--- src/rtl/xadc_pkg.sv ---
// Shared XADC DRP definitions: aux channel addresses, config/error register addresses,
// responder FSM states and small address-decode helpers.
package xadc_pkg;

  typedef enum logic [6:0] {
    XA1 = 7'h16,
    XA2 = 7'h17,
    XA3 = 7'h1E,
    XA4 = 7'h1F
  } port_t;

  localparam logic [6:0] CFG0_ADDR = 7'h40;
  localparam logic [6:0] CFG1_ADDR = 7'h41;
  localparam logic [6:0] CFG2_ADDR = 7'h42;
  localparam logic [6:0] ERR_ADDR  = 7'h7F;

  typedef enum logic [1:0] {
    IDLE = 2'd0,
    WAIT = 2'd1,
    RESP = 2'd2
  } drp_state_t;

  function automatic logic is_sample_addr(input logic [6:0] addr);
    logic hit;
    case (addr)
      XA1, XA2, XA3, XA4: hit = 1'b1;
      default:            hit = 1'b0;
    endcase
    return hit;
  endfunction

  function automatic logic [1:0] sample_idx(input logic [6:0] addr);
    logic [1:0] idx;
    case (addr)
      XA1:     idx = 2'd0;
      XA2:     idx = 2'd1;
      XA3:     idx = 2'd2;
      default: idx = 2'd3;
    endcase
    return idx;
  endfunction

endpackage

--- src/rtl/drp_reg_bank.sv ---
// Storage for the four aux-channel sample registers and the three config registers,
// with a combinational read mux and write decode for both the DRP and sample sides.
module drp_reg_bank
  import xadc_pkg::*;
#(
  parameter logic [15:0] CFG0_RST = 16'h0000,
  parameter logic [15:0] CFG1_RST = 16'h2000,
  parameter logic [15:0] CFG2_RST = 16'h0400
) (
  input  logic        clk,
  input  logic        rst_n,
  input  logic [6:0]  rd_addr,
  output logic [15:0] rd_data,
  input  logic        cfg_we,
  input  logic [6:0]  cfg_addr,
  input  logic [15:0] cfg_wdata,
  input  logic        smp_we,
  input  logic [6:0]  smp_addr,
  input  logic [15:0] smp_wdata
);

  logic [15:0] smp_q [4];
  logic [15:0] smp_d [4];
  logic [15:0] cfg_q [3];
  logic [15:0] cfg_d [3];

  // Next-state for sample and config storage.
  always_comb begin
    smp_d = smp_q;
    cfg_d = cfg_q;
    if (smp_we && is_sample_addr(smp_addr)) begin
      smp_d[sample_idx(smp_addr)] = smp_wdata;
    end else begin
      smp_d = smp_q;
    end
    if (cfg_we) begin
      case (cfg_addr)
        CFG0_ADDR: cfg_d[0] = cfg_wdata;
        CFG1_ADDR: cfg_d[1] = cfg_wdata;
        CFG2_ADDR: cfg_d[2] = cfg_wdata;
        default:   cfg_d = cfg_q;
      endcase
    end else begin
      cfg_d = cfg_q;
    end
  end

  // Storage registers.
  always_ff @(posedge clk or negedge rst_n) begin
    if (!rst_n) begin
      smp_q  <= '{default: 16'h0000};
      cfg_q[0] <= CFG0_RST;
      cfg_q[1] <= CFG1_RST;
      cfg_q[2] <= CFG2_RST;
    end else begin
      smp_q <= smp_d;
      cfg_q <= cfg_d;
    end
  end

  // Read mux; a same-cycle sample write is not yet visible here.
  always_comb begin
    case (rd_addr)
      XA1:       rd_data = smp_q[0];
      XA2:       rd_data = smp_q[1];
      XA3:       rd_data = smp_q[2];
      XA4:       rd_data = smp_q[3];
      CFG0_ADDR: rd_data = cfg_q[0];
      CFG1_ADDR: rd_data = cfg_q[1];
      CFG2_ADDR: rd_data = cfg_q[2];
      default:   rd_data = 16'h0000;
    endcase
  end

endmodule

--- src/rtl/drp_sample_responder.sv ---
// XADC DRP slave stand-in: answers den/dwe/daddr with do/drdy after RD_LATENCY cycles.
// Optional macro DRP_PROTOCOL_CHECK_EN adds a den-while-busy counter at 0x7F and proto_err_out.
module drp_sample_responder
  import xadc_pkg::*;
#(
  parameter int          RD_LATENCY = 2,
  parameter logic [15:0] CFG0_RST   = 16'h0000,
  parameter logic [15:0] CFG1_RST   = 16'h2000,
  parameter logic [15:0] CFG2_RST   = 16'h0400
) (
  input  logic        clk_100MHz,
  input  logic        rst_n,
  input  logic [6:0]  daddr_in,
  input  logic        den_in,
  input  logic        dwe_in,
  input  logic [15:0] di_in,
  output logic [15:0] do_out,
  output logic        drdy_out,
  input  logic        smp_wr,
  input  logic [6:0]  smp_addr,
  input  logic [15:0] smp_data,
  output logic        eoc_out,
  output logic [4:0]  channel_out,
  output logic        busy_out,
  output logic        proto_err_out
);

  localparam logic [3:0] RD_LAT_M1 = 4'(RD_LATENCY - 1);

  drp_state_t  state_q, state_d;
  logic [3:0]  cnt_q, cnt_d;
  logic [6:0]  addr_q, addr_d;
  logic        wr_q, wr_d;
  logic [15:0] di_q, di_d;
  logic [15:0] rdata_q, rdata_d;
  logic [15:0] do_q, do_d;
  logic        drdy_q, drdy_d;
  logic        busy_q, busy_d;
  logic        eoc_q, eoc_d;
  logic [4:0]  chan_q, chan_d;
  logic [15:0] bank_rdata_s;
  logic [15:0] rd_mux_s;
  logic        cfg_we_s;
  logic        smp_hit_s;

  assign cfg_we_s  = (state_q == RESP) && wr_q;
  assign smp_hit_s = smp_wr && is_sample_addr(smp_addr);

  drp_reg_bank #(
    .CFG0_RST(CFG0_RST),
    .CFG1_RST(CFG1_RST),
    .CFG2_RST(CFG2_RST)
  ) u_bank (
    .clk      (clk_100MHz),
    .rst_n    (rst_n),
    .rd_addr  (daddr_in),
    .rd_data  (bank_rdata_s),
    .cfg_we   (cfg_we_s),
    .cfg_addr (addr_q),
    .cfg_wdata(di_q),
    .smp_we   (smp_wr),
    .smp_addr (smp_addr),
    .smp_wdata(smp_data)
  );

  // Request FSM next-state; read data is captured in the accept cycle.
  always_comb begin
    state_d = state_q;
    cnt_d   = cnt_q;
    addr_d  = addr_q;
    wr_d    = wr_q;
    di_d    = di_q;
    rdata_d = rdata_q;
    case (state_q)
      IDLE: begin
        if (den_in) begin
          addr_d  = daddr_in;
          wr_d    = dwe_in;
          di_d    = di_in;
          rdata_d = rd_mux_s;
          cnt_d   = 4'd1;
          state_d = (RD_LATENCY == 1) ? RESP : WAIT;
        end else begin
          state_d = IDLE;
        end
      end
      WAIT: begin
        if (cnt_q == RD_LAT_M1) begin
          state_d = RESP;
        end else begin
          cnt_d = cnt_q + 4'd1;
        end
      end
      RESP: begin
        state_d = IDLE;
        cnt_d   = 4'd0;
      end
      default: begin
        state_d = IDLE;
        cnt_d   = 4'd0;
      end
    endcase
    drdy_d = (state_d == RESP);
    do_d   = drdy_d ? rdata_d : 16'h0000;
    busy_d = (state_d != IDLE);
    eoc_d  = smp_hit_s;
    chan_d = smp_hit_s ? smp_addr[4:0] : chan_q;
  end

  // FSM, transaction latches and registered outputs.
  always_ff @(posedge clk_100MHz or negedge rst_n) begin
    if (!rst_n) begin
      state_q <= IDLE;
      cnt_q   <= 4'd0;
      addr_q  <= 7'h00;
      wr_q    <= 1'b0;
      di_q    <= 16'h0000;
      rdata_q <= 16'h0000;
      do_q    <= 16'h0000;
      drdy_q  <= 1'b0;
      busy_q  <= 1'b0;
      eoc_q   <= 1'b0;
      chan_q  <= 5'h00;
    end else begin
      state_q <= state_d;
      cnt_q   <= cnt_d;
      addr_q  <= addr_d;
      wr_q    <= wr_d;
      di_q    <= di_d;
      rdata_q <= rdata_d;
      do_q    <= do_d;
      drdy_q  <= drdy_d;
      busy_q  <= busy_d;
      eoc_q   <= eoc_d;
      chan_q  <= chan_d;
    end
  end

  assign do_out      = do_q;
  assign drdy_out    = drdy_q;
  assign busy_out    = busy_q;
  assign eoc_out     = eoc_q;
  assign channel_out = chan_q;

`ifdef DRP_PROTOCOL_CHECK_EN
  logic [7:0] err_cnt_q, err_cnt_d;
  logic       perr_q, perr_d;
  logic       viol_s, clr_s;

  assign viol_s   = den_in && (state_q != IDLE);
  assign clr_s    = cfg_we_s && (addr_q == ERR_ADDR);
  assign rd_mux_s = (daddr_in == ERR_ADDR) ? {8'h00, err_cnt_q} : bank_rdata_s;

  // Saturating violation counter; a clearing write wins over a coincident violation.
  always_comb begin
    err_cnt_d = err_cnt_q;
    perr_d    = perr_q;
    if (clr_s) begin
      err_cnt_d = 8'h00;
      perr_d    = 1'b0;
    end else if (viol_s) begin
      err_cnt_d = (err_cnt_q == 8'hFF) ? err_cnt_q : err_cnt_q + 8'd1;
      perr_d    = 1'b1;
    end else begin
      err_cnt_d = err_cnt_q;
    end
  end

  // Protocol-check registers.
  always_ff @(posedge clk_100MHz or negedge rst_n) begin
    if (!rst_n) begin
      err_cnt_q <= 8'h00;
      perr_q    <= 1'b0;
    end else begin
      err_cnt_q <= err_cnt_d;
      perr_q    <= perr_d;
    end
  end

  assign proto_err_out = perr_q;
`else
  assign rd_mux_s      = bank_rdata_s;
  assign proto_err_out = 1'b0;
`endif

endmodule

--- config.mk ---
export PLATFORM = sky130hd
export DESIGN_NAME = drp_sample_responder
export DESIGN_NICKNAME = d
export VERILOG_FILES = /design/src/rtl/xadc_pkg.sv /design/src/rtl/drp_reg_bank.sv /design/src/rtl/drp_sample_responder.sv
export SDC_FILE = /design/constraint.sdc
export NUM_CORES = 1
export LEC_CHECK = 0
export CAP_MARGIN = 30
export CORE_MARGIN = 10
export CORE_UTILIZATION = 52
export CTS_CLUSTER_SIZE = 24
export DETAILED_ROUTE_END_ITERATION = 10
export PLACE_DENSITY = 0.81
export SLEW_MARGIN = 20
export SYNTH_ARGS = -nofsm -noshare
export SYNTH_HDL_FRONTEND = slang
export SYNTH_SLANG_ARGS = --single-unit
--- constraint.sdc ---
create_clock -name clk_100MHz -period 1.97 [get_ports clk_100MHz]
set_input_delay 0.197 -clock clk_100MHz [delete_from_list [all_inputs] [get_ports clk_100MHz]]
set_output_delay 0.197 -clock clk_100MHz [all_outputs]
set_load 0.02 [all_outputs]
==> results of run 1 <==
-- through the flow --
step	TNS, ns	cell area (µm²)	setup WS, ns
3_5_place_dp	-3.97	9250	-0.204
5_1_grt	0	9790	0.0409
3_3_place_gp	-1.99	9250	-0.148
6_report	0	9790	0.148
2_1_floorplan	0	7940	0.110
4_1_cts	0	9790	0.0218
-- kinds of logic after synthesis --
logic type	share of synthesized area
AOI/OAI and AO/OA	0.0747
xor gates and xnor gates	0.00110
adders and majority gates	0.00315
buffers and inverters	0.0258
DFF	0.574
muxes	0.191
other	0.000472
and+or+nand+nor	0.130
-- what timing repair did --
action | in CTS | in global routing
endpoints found under the setup margin | 0 | 4
gates resized for setup | 0 | 1
hold buffers | 1 | 0
endpoints found under the hold margin | 48 | 0
-- cell type report --
class                           instances  area, µm²  area share
Clock buffer                           20        447      0.0456
Clock inverter                         11       81.3     0.00830
Inverter                                4       15.0     0.00153
Multi-Input combinational cell        407       3190       0.325
Sequential cell                       182       4560       0.465
Tap cell                              188        235      0.0240
Timing Repair Buffer                  121       1270       0.130
-- critical path, stage by stage (launching register included) --
cell      delay (ns)
dfrtp_1         0.37
nor4bb_1        0.29
and4b_1         0.27
nor3b_4         0.23
buf_12          0.19
mux2_2          0.35
-- cells in the final DEF (no fill, tap or decap), drive strengths merged, types with 13 or more instances in the layout --
cell           synthesis  layout
o21ai                 20      20
and3                  15      15
nor2                  38      38
nand2                 89      89
a311oi                15      15
clkbuf                17      20
a22oi                 13      13
mux2                 133     133
dfrtp                180     180
buf                   19      47
clkdlybuf4s50          0      73
nor3b                 20      20
-- power groups by stage --
stage	clock network, mW	registers, mW	logic (mW)
global route	3.27	4.82	2.25
CTS	3.12	4.75	2.06
detailed placement	0	4.81	2.05
global placement	0	4.74	1.96
floorplan	0	4.77	1.06
finish	3.05	4.75	2.04
-- worst paths after layout --
kind                                start               end  slack, ns  cells after the start
min in group clk_100MHz          di_in[8]           di_q[8]       0.29                      3
min reg2reg                channel_out[4]    channel_out[4]       0.48                      1
max reg2reg                          wr_q  u_bank.cfg_q[42]       0.15                      5
max in group asynchronous           rst_n        rdata_q[2]       0.97                      3
max                                  wr_q  u_bank.cfg_q[42]       0.15                      5
min                                 rst_n  u_bank.cfg_q[27]       0.28                      2
-- registers in the layout, summed over array words and instances, names as in the netlist, 2 cells and up --
signal        flops
do_out           16
u_bank.cfg_q     48
u_bank.smp_q     64
rdata_q          16
state_q           2
di_q             16
addr_q            7
channel_out       5
cnt_q             4
-- metal layers --
layer / vias up / wire length, µm / part of all wire / GRT usage
met2: 136 / 9710 / 0.50 / 0.314
met5: - / 0 / 0 / 0
met1: 2744 / 8290 / 0.43 / 0.249
li1: 2453 / - / - / -
met3: 26 / 1080 / 0.056 / 0.0488
met4: 0 / 310 / 0.016 / 0.0650
==> impl_metrics.csv, run 1 <==
group,metric,value,unit
yosys,synthTopCellsByCount,"180 x dfrtp_1, 133 x mux2_2, 89 x nand2_1, 37 x nor2_1, 17 x clkbuf_1",
yosys,ys_types,49,
die,dieArea,20600,µm²
setup_path,start_kind,"flip-flop",
global_routing,grt_pass1_vias,5665,
hold_path,hold_path.class,"in -> async",
cells_and_area,fin_cells,933,
clocking,h-tree-depth,4,
cells_and_area,fin_nets,786,
yosys,syn_avg_cell_area,12.6,µm²
power,combPwrFrac,0.207,
clocking,clock-sinks,182,
sta,hold_ws,0.285,ns
drt,viasPerCell,5.74,
yosys,syn_inst,629,
setup_path,path_class,"reg -> reg",
global_routing,grt_max_degree,55,
drt,ant_nets,0,
yosys,synth_edf_count,0,
global_routing,grt_pass1_wl,30800,µm
power,p_leak,4.60,nW
clocking,cts-root-buf,"clkbuf_16",
clocking,tritoncts,"built",
sta,tightest_slew,0.721,ns
power,ir_drop,0.635,mV
global_routing,grt.overflow.total,0,
drt,drt_wl_total,19400,µm
yosys,synth_top_area_frac,0.567,
cells_and_area,drive_gt1_frac,0.318,
drt,vias,5359,
yosys,async_flop_share,1.00,
placement,globalplace.congestion,0.868,
sta,fin_crit,1.82,ns
yosys,syn-num-nets,682,
drt,dr.pass1.iters,5,
yosys,synth_area_leaders,"dfrtp_1 57%, mux2_2 19%, nand2_1 4.2%",
sta,hold_viol_final,0,
sta,skew,0.00735,ns
die,io_pins,76,
placement,dp_hpwl,13900,µm
sta,max_slew_margin,0.517,
power,clockPowerShare,0.310,
yosys,yosys_most_used_dff,"dfrtp_1",
clocking,cts_setup_buffers,0,
sta,setup_viol,0,
die,die_h,144,µm
setup_path,path_max_fanout,16,
clocking,clock_latency,0.43,ns
yosys,synth.most_common_cell,"dfrtp_1",
sta,period_share,0.925,
die,die_w,144,µm
placement,dp.cells,901,
yosys,seq_area_frac_synth,0.574,
sta,slew_violations,0,
cells_and_area,area_growth,23.3,%
die,floorplan.rows,45,
power,p_per_area,1000,nW/µm²
placement,numPortBuffers,74,
setup_path,required,2.28,ns
sta,rsz0062_at_grt,"no",
die,core,15100,µm²
drt,post-route-drc-count,0,
drt,wl_per_cell,20.8,µm
power,switching_share,0.303,
power,seq_power_share,0.483,
die,start_util,0.526,
yosys,synth_area_leader_cell,"dfrtp_1",
power,intPower,6.86,mW
global_routing,antenna_found_initial,0,
cells_and_area,final_core_util,0.649,
clocking,cts_buffer_depth,2,
status,status,"finished clean",
power,power.total,9.84,mW
power,p_switching,2.98,mW
cells_and_area,diodes,0,
setup_path,cp-end-kind,"flip-flop",
yosys,syn_area,7940,µm²
sta,max_freq,549,MHz
setup_path,arrival,2.13,ns
clocking,path_clk_slew,0.07,ns
job,drv_cap,0,
yosys,yosysWarnings,0,
global_routing,grtUsageTotal,0.194,
yosys,synth.ff_latch_count,182,
cells_and_area,fillCellCount,1134,
clocking,cts_buffers,17,
drt,drtIter0Drc,371,
Power figures use the tool's default switching activity.
==> run 2: changes to the inputs <==
--- a/config.mk
+++ b/config.mk
@@ -6,12 +6,14 @@
 export NUM_CORES = 1
 export LEC_CHECK = 0
 export CAP_MARGIN = 30
+export CORE_ASPECT_RATIO = 1.1
 export CORE_MARGIN = 10
 export CORE_UTILIZATION = 52
 export CTS_CLUSTER_SIZE = 24
 export DETAILED_ROUTE_END_ITERATION = 10
-export PLACE_DENSITY = 0.81
+export PLACE_DENSITY = 0.76
 export SLEW_MARGIN = 20
 export SYNTH_ARGS = -nofsm -noshare
 export SYNTH_HDL_FRONTEND = slang
+export SYNTH_HIERARCHICAL = 1
 export SYNTH_SLANG_ARGS = --single-unit
==> impl_metrics.csv, run 2 <==
group,metric,value,unit
status,status,"finished clean",
drt,viasPerCell,5.56,
placement,dp_hpwl,12300,µm
setup_path,reg2regPathDepth,5,
die,core,14900,µm²
placement,placed_area,9190,µm²
yosys,yosysWarnings,6,
die,die_w,137,µm
sta,max_freq,525,MHz
placement,numPortBuffers,74,
clocking,path_clk_slew,0.06,ns
setup_path,start_kind,"input port",
drt,dr.pass1.iters,4,
cells_and_area,area_growth,25.2,%
yosys,synth.most_common_cell,"dfrtp_1",
die,floorplan.rows,47,
drt,drt_wl_total,17300,µm
yosys,seq_area_frac_synth,0.578,
power,ir_drop,0.833,mV
die,start_util,0.528,
clocking,cts-root-buf,"clkbuf_16",
setup_path,arrival,2.27,ns
yosys,synth_area_leaders,"dfrtp_1 57%, mux2_2 21%, mux4_2 3.4%",
setup_path,path_max_fanout,3,
cells_and_area,largest_reg_flops,64,
job,drv_cap,0,
drt,ant_nets,0,
yosys,synth_top_area_frac,0.571,
cells_and_area,reg_top3,"u_bank/smp_q: 64 flops, u_bank/cfg_q: 48 flops",
yosys,syn_area,7880,µm²
global_routing,antenna_found_initial,0,
placement,globalplace.congestion,0.829,
yosys,synth_edf_count,0,
clocking,cts_buffers,17,
yosys,syn-num-nets,598,
sta,post-route-worst-setup-slack,0.0635,ns
yosys,synth_area_leader_cell,"dfrtp_1",
drt,drtIter0Drc,295,
setup_path,r2r_end,"u_bank/cfg_q[27]",
cells_and_area,stdcell_area,9870,µm²
sta,setup_viol,0,
cells_and_area,fin_nets,709,
cells_and_area,diodes,0,
sta,max_slew_margin,0.621,
clocking,clock_latency,0.43,ns
hold_path,min_path_cells,2,
yosys,async_flop_share,1.00,
sta,tightest_slew,0.567,ns
yosys,yosys_most_used_dff,"dfrtp_1",
hold_path,holdCritStartpoint,"daddr_in[5]",
clocking,clock-sinks,182,
die,die_h,149,µm
hold_path,hold_path.class,"in -> reg",
drt,wl_per_cell,20.1,µm
global_routing,grt_pass1_vias,5341,
drt,vias,4808,
yosys,ys_types,52,
clocking,tritoncts,"built",
setup_path,cp-end-kind,"flip-flop",
setup_path,required,2.33,ns
cells_and_area,drive_gt1_frac,0.389,
sta,hold_viol_final,0,
sta,fin_crit,1.91,ns
power,p_leak,4.63,nW
power,power.total,10.2,mW
global_routing,grt_pass1_wl,28400,µm
setup_path,path_class,"in -> reg",
die,dieArea,20500,µm²
clocking,h-tree-depth,4,
sta,skew,0.00627,ns
setup_path,ff2ff_setup_slack,0.08,ns
yosys,synth.ff_latch_count,182,
hold_path,hold_end,"addr_q[5]",
cells_and_area,max_flop_register,"u_bank/smp_q",
global_routing,grt.overflow.total,0,
drt,post-route-drc-count,0,
yosys,syn_inst,545,
global_routing,grt_max_degree,57,
sta,slew_violations,0,
clocking,cts_buffer_depth,2,
power,p_per_area,1030,nW/µm²
die,io_pins,76,
sta,period_share,0.968,
yosys,synthTopCellsByCount,"180 x dfrtp_1, 145 x mux2_2, 19 x mux2i_1, 18 x nand2_1, 17 x nor2_1",
yosys,syn_avg_cell_area,14.5,µm²
placement,dp_slack,-0.442,ns
cells_and_area,final_cell_mix,"180 x dfrtp_1, 145 x mux2_2, 71 x clkdlybuf4s50_1",
global_routing,grtUsageTotal,0.180,
cells_and_area,final_core_util,0.661,
setup_path,timing.rr.start,"addr_q[3]",
sta,hold_ws,0.123,ns
sta,rsz0062_at_grt,"no",
cells_and_area,final_common_cell,"dfrtp_1",
==> run 2: changes by cell type in the layout (fill, tap and decap cells not counted), moves of 10 or more <==
cell	before	now
nand2_1	89	18
nor2_1	37	16
mux2i_1	2	19
and3_1	15	1
nor2b_1	1	14
mux2_2	133	145
mux4_2	0	12
a22oi_1	13	2
a21oi_1	3	13
mux2_4	0	10
==> run 2: cell type report <==
class | count | area, µm²
flip-flops and latches | 182 | 4560
inverters | 7 | 26.3
repair buffers | 120 | 1240
fillers | 1103 | 5070
clock inverters | 9 | 173
multi-input cells | 328 | 3160
clock buffers | 23 | 468
well taps | 196 | 245
==> run 2: worst max-delay path by stage <==
stage / from / end / slack, ns / cells past startpoint
after floorplan: state_q[0] / u_bank/cfg_q[21] / 0.05 / 7
after global placement: daddr_in[5] / do_out[2] / -0.35 / 7
after detailed placement: daddr_in[5] / do_out[2] / -0.44 / 7
after CTS: daddr_in[6] / do_out[14] / 0.002 / 9
after global routing: addr_q[3] / u_bank/cfg_q[30] / 0.009 / 5
final: daddr_in[2] / do_out[15] / 0.06 / 7
==> run 2: cells by family after synthesis <==
family / synth area share
AO/OA/AOI/OAI: 0.0324
XOR/XNOR: 0.00111
adder cells (fa/ha/maj): 0.00317
buffers and inverters: 0.0259
flip-flops: 0.578
multiplexers: 0.285
other: 0.000476
AND/OR/NAND/NOR: 0.0743
==> run 2: report_power, final <==
part	internal (mW)	switching (mW)	leakage (nW)
registers	4.28	0.430	2.44
logic	1.00	0.804	1.88
clock network	2.31	1.36	0.311
==> run 2: critical path, cell delays in order <==
cell	delay [ns]
clkdlybuf4s50_1	0.45
or4b_4	0.54
or2_2	0.32
or3_1	0.35
o211ai_1	0.10
mux2_2	0.19
nor2b_1	0.12
==> run 2: routing by layer <==
layer,track usage,wire (µm)
met1,0.221,7220
met2,0.294,8730
met3,0.0492,956
met4,0.0707,445
met5,0,0
==> run 2: timing repair <==
| item | in CTS | in global routing |
|---|---|---|
| setup endpoints to repair | 1 | 32 |
| hold endpoints to repair | 47 | 0 |
| hold buffers | 1 | 0 |
| gates resized for setup | 1 | 6 |
| setup buffers | 0 | 0 |
==> run 2: metrics by stage <==
step	cells	TNS [ns]
finish	865	0
detailed placement	832	-10.22
floorplan	545	0
global route	865	0
global placement	832	-6.69
CTS	865	0
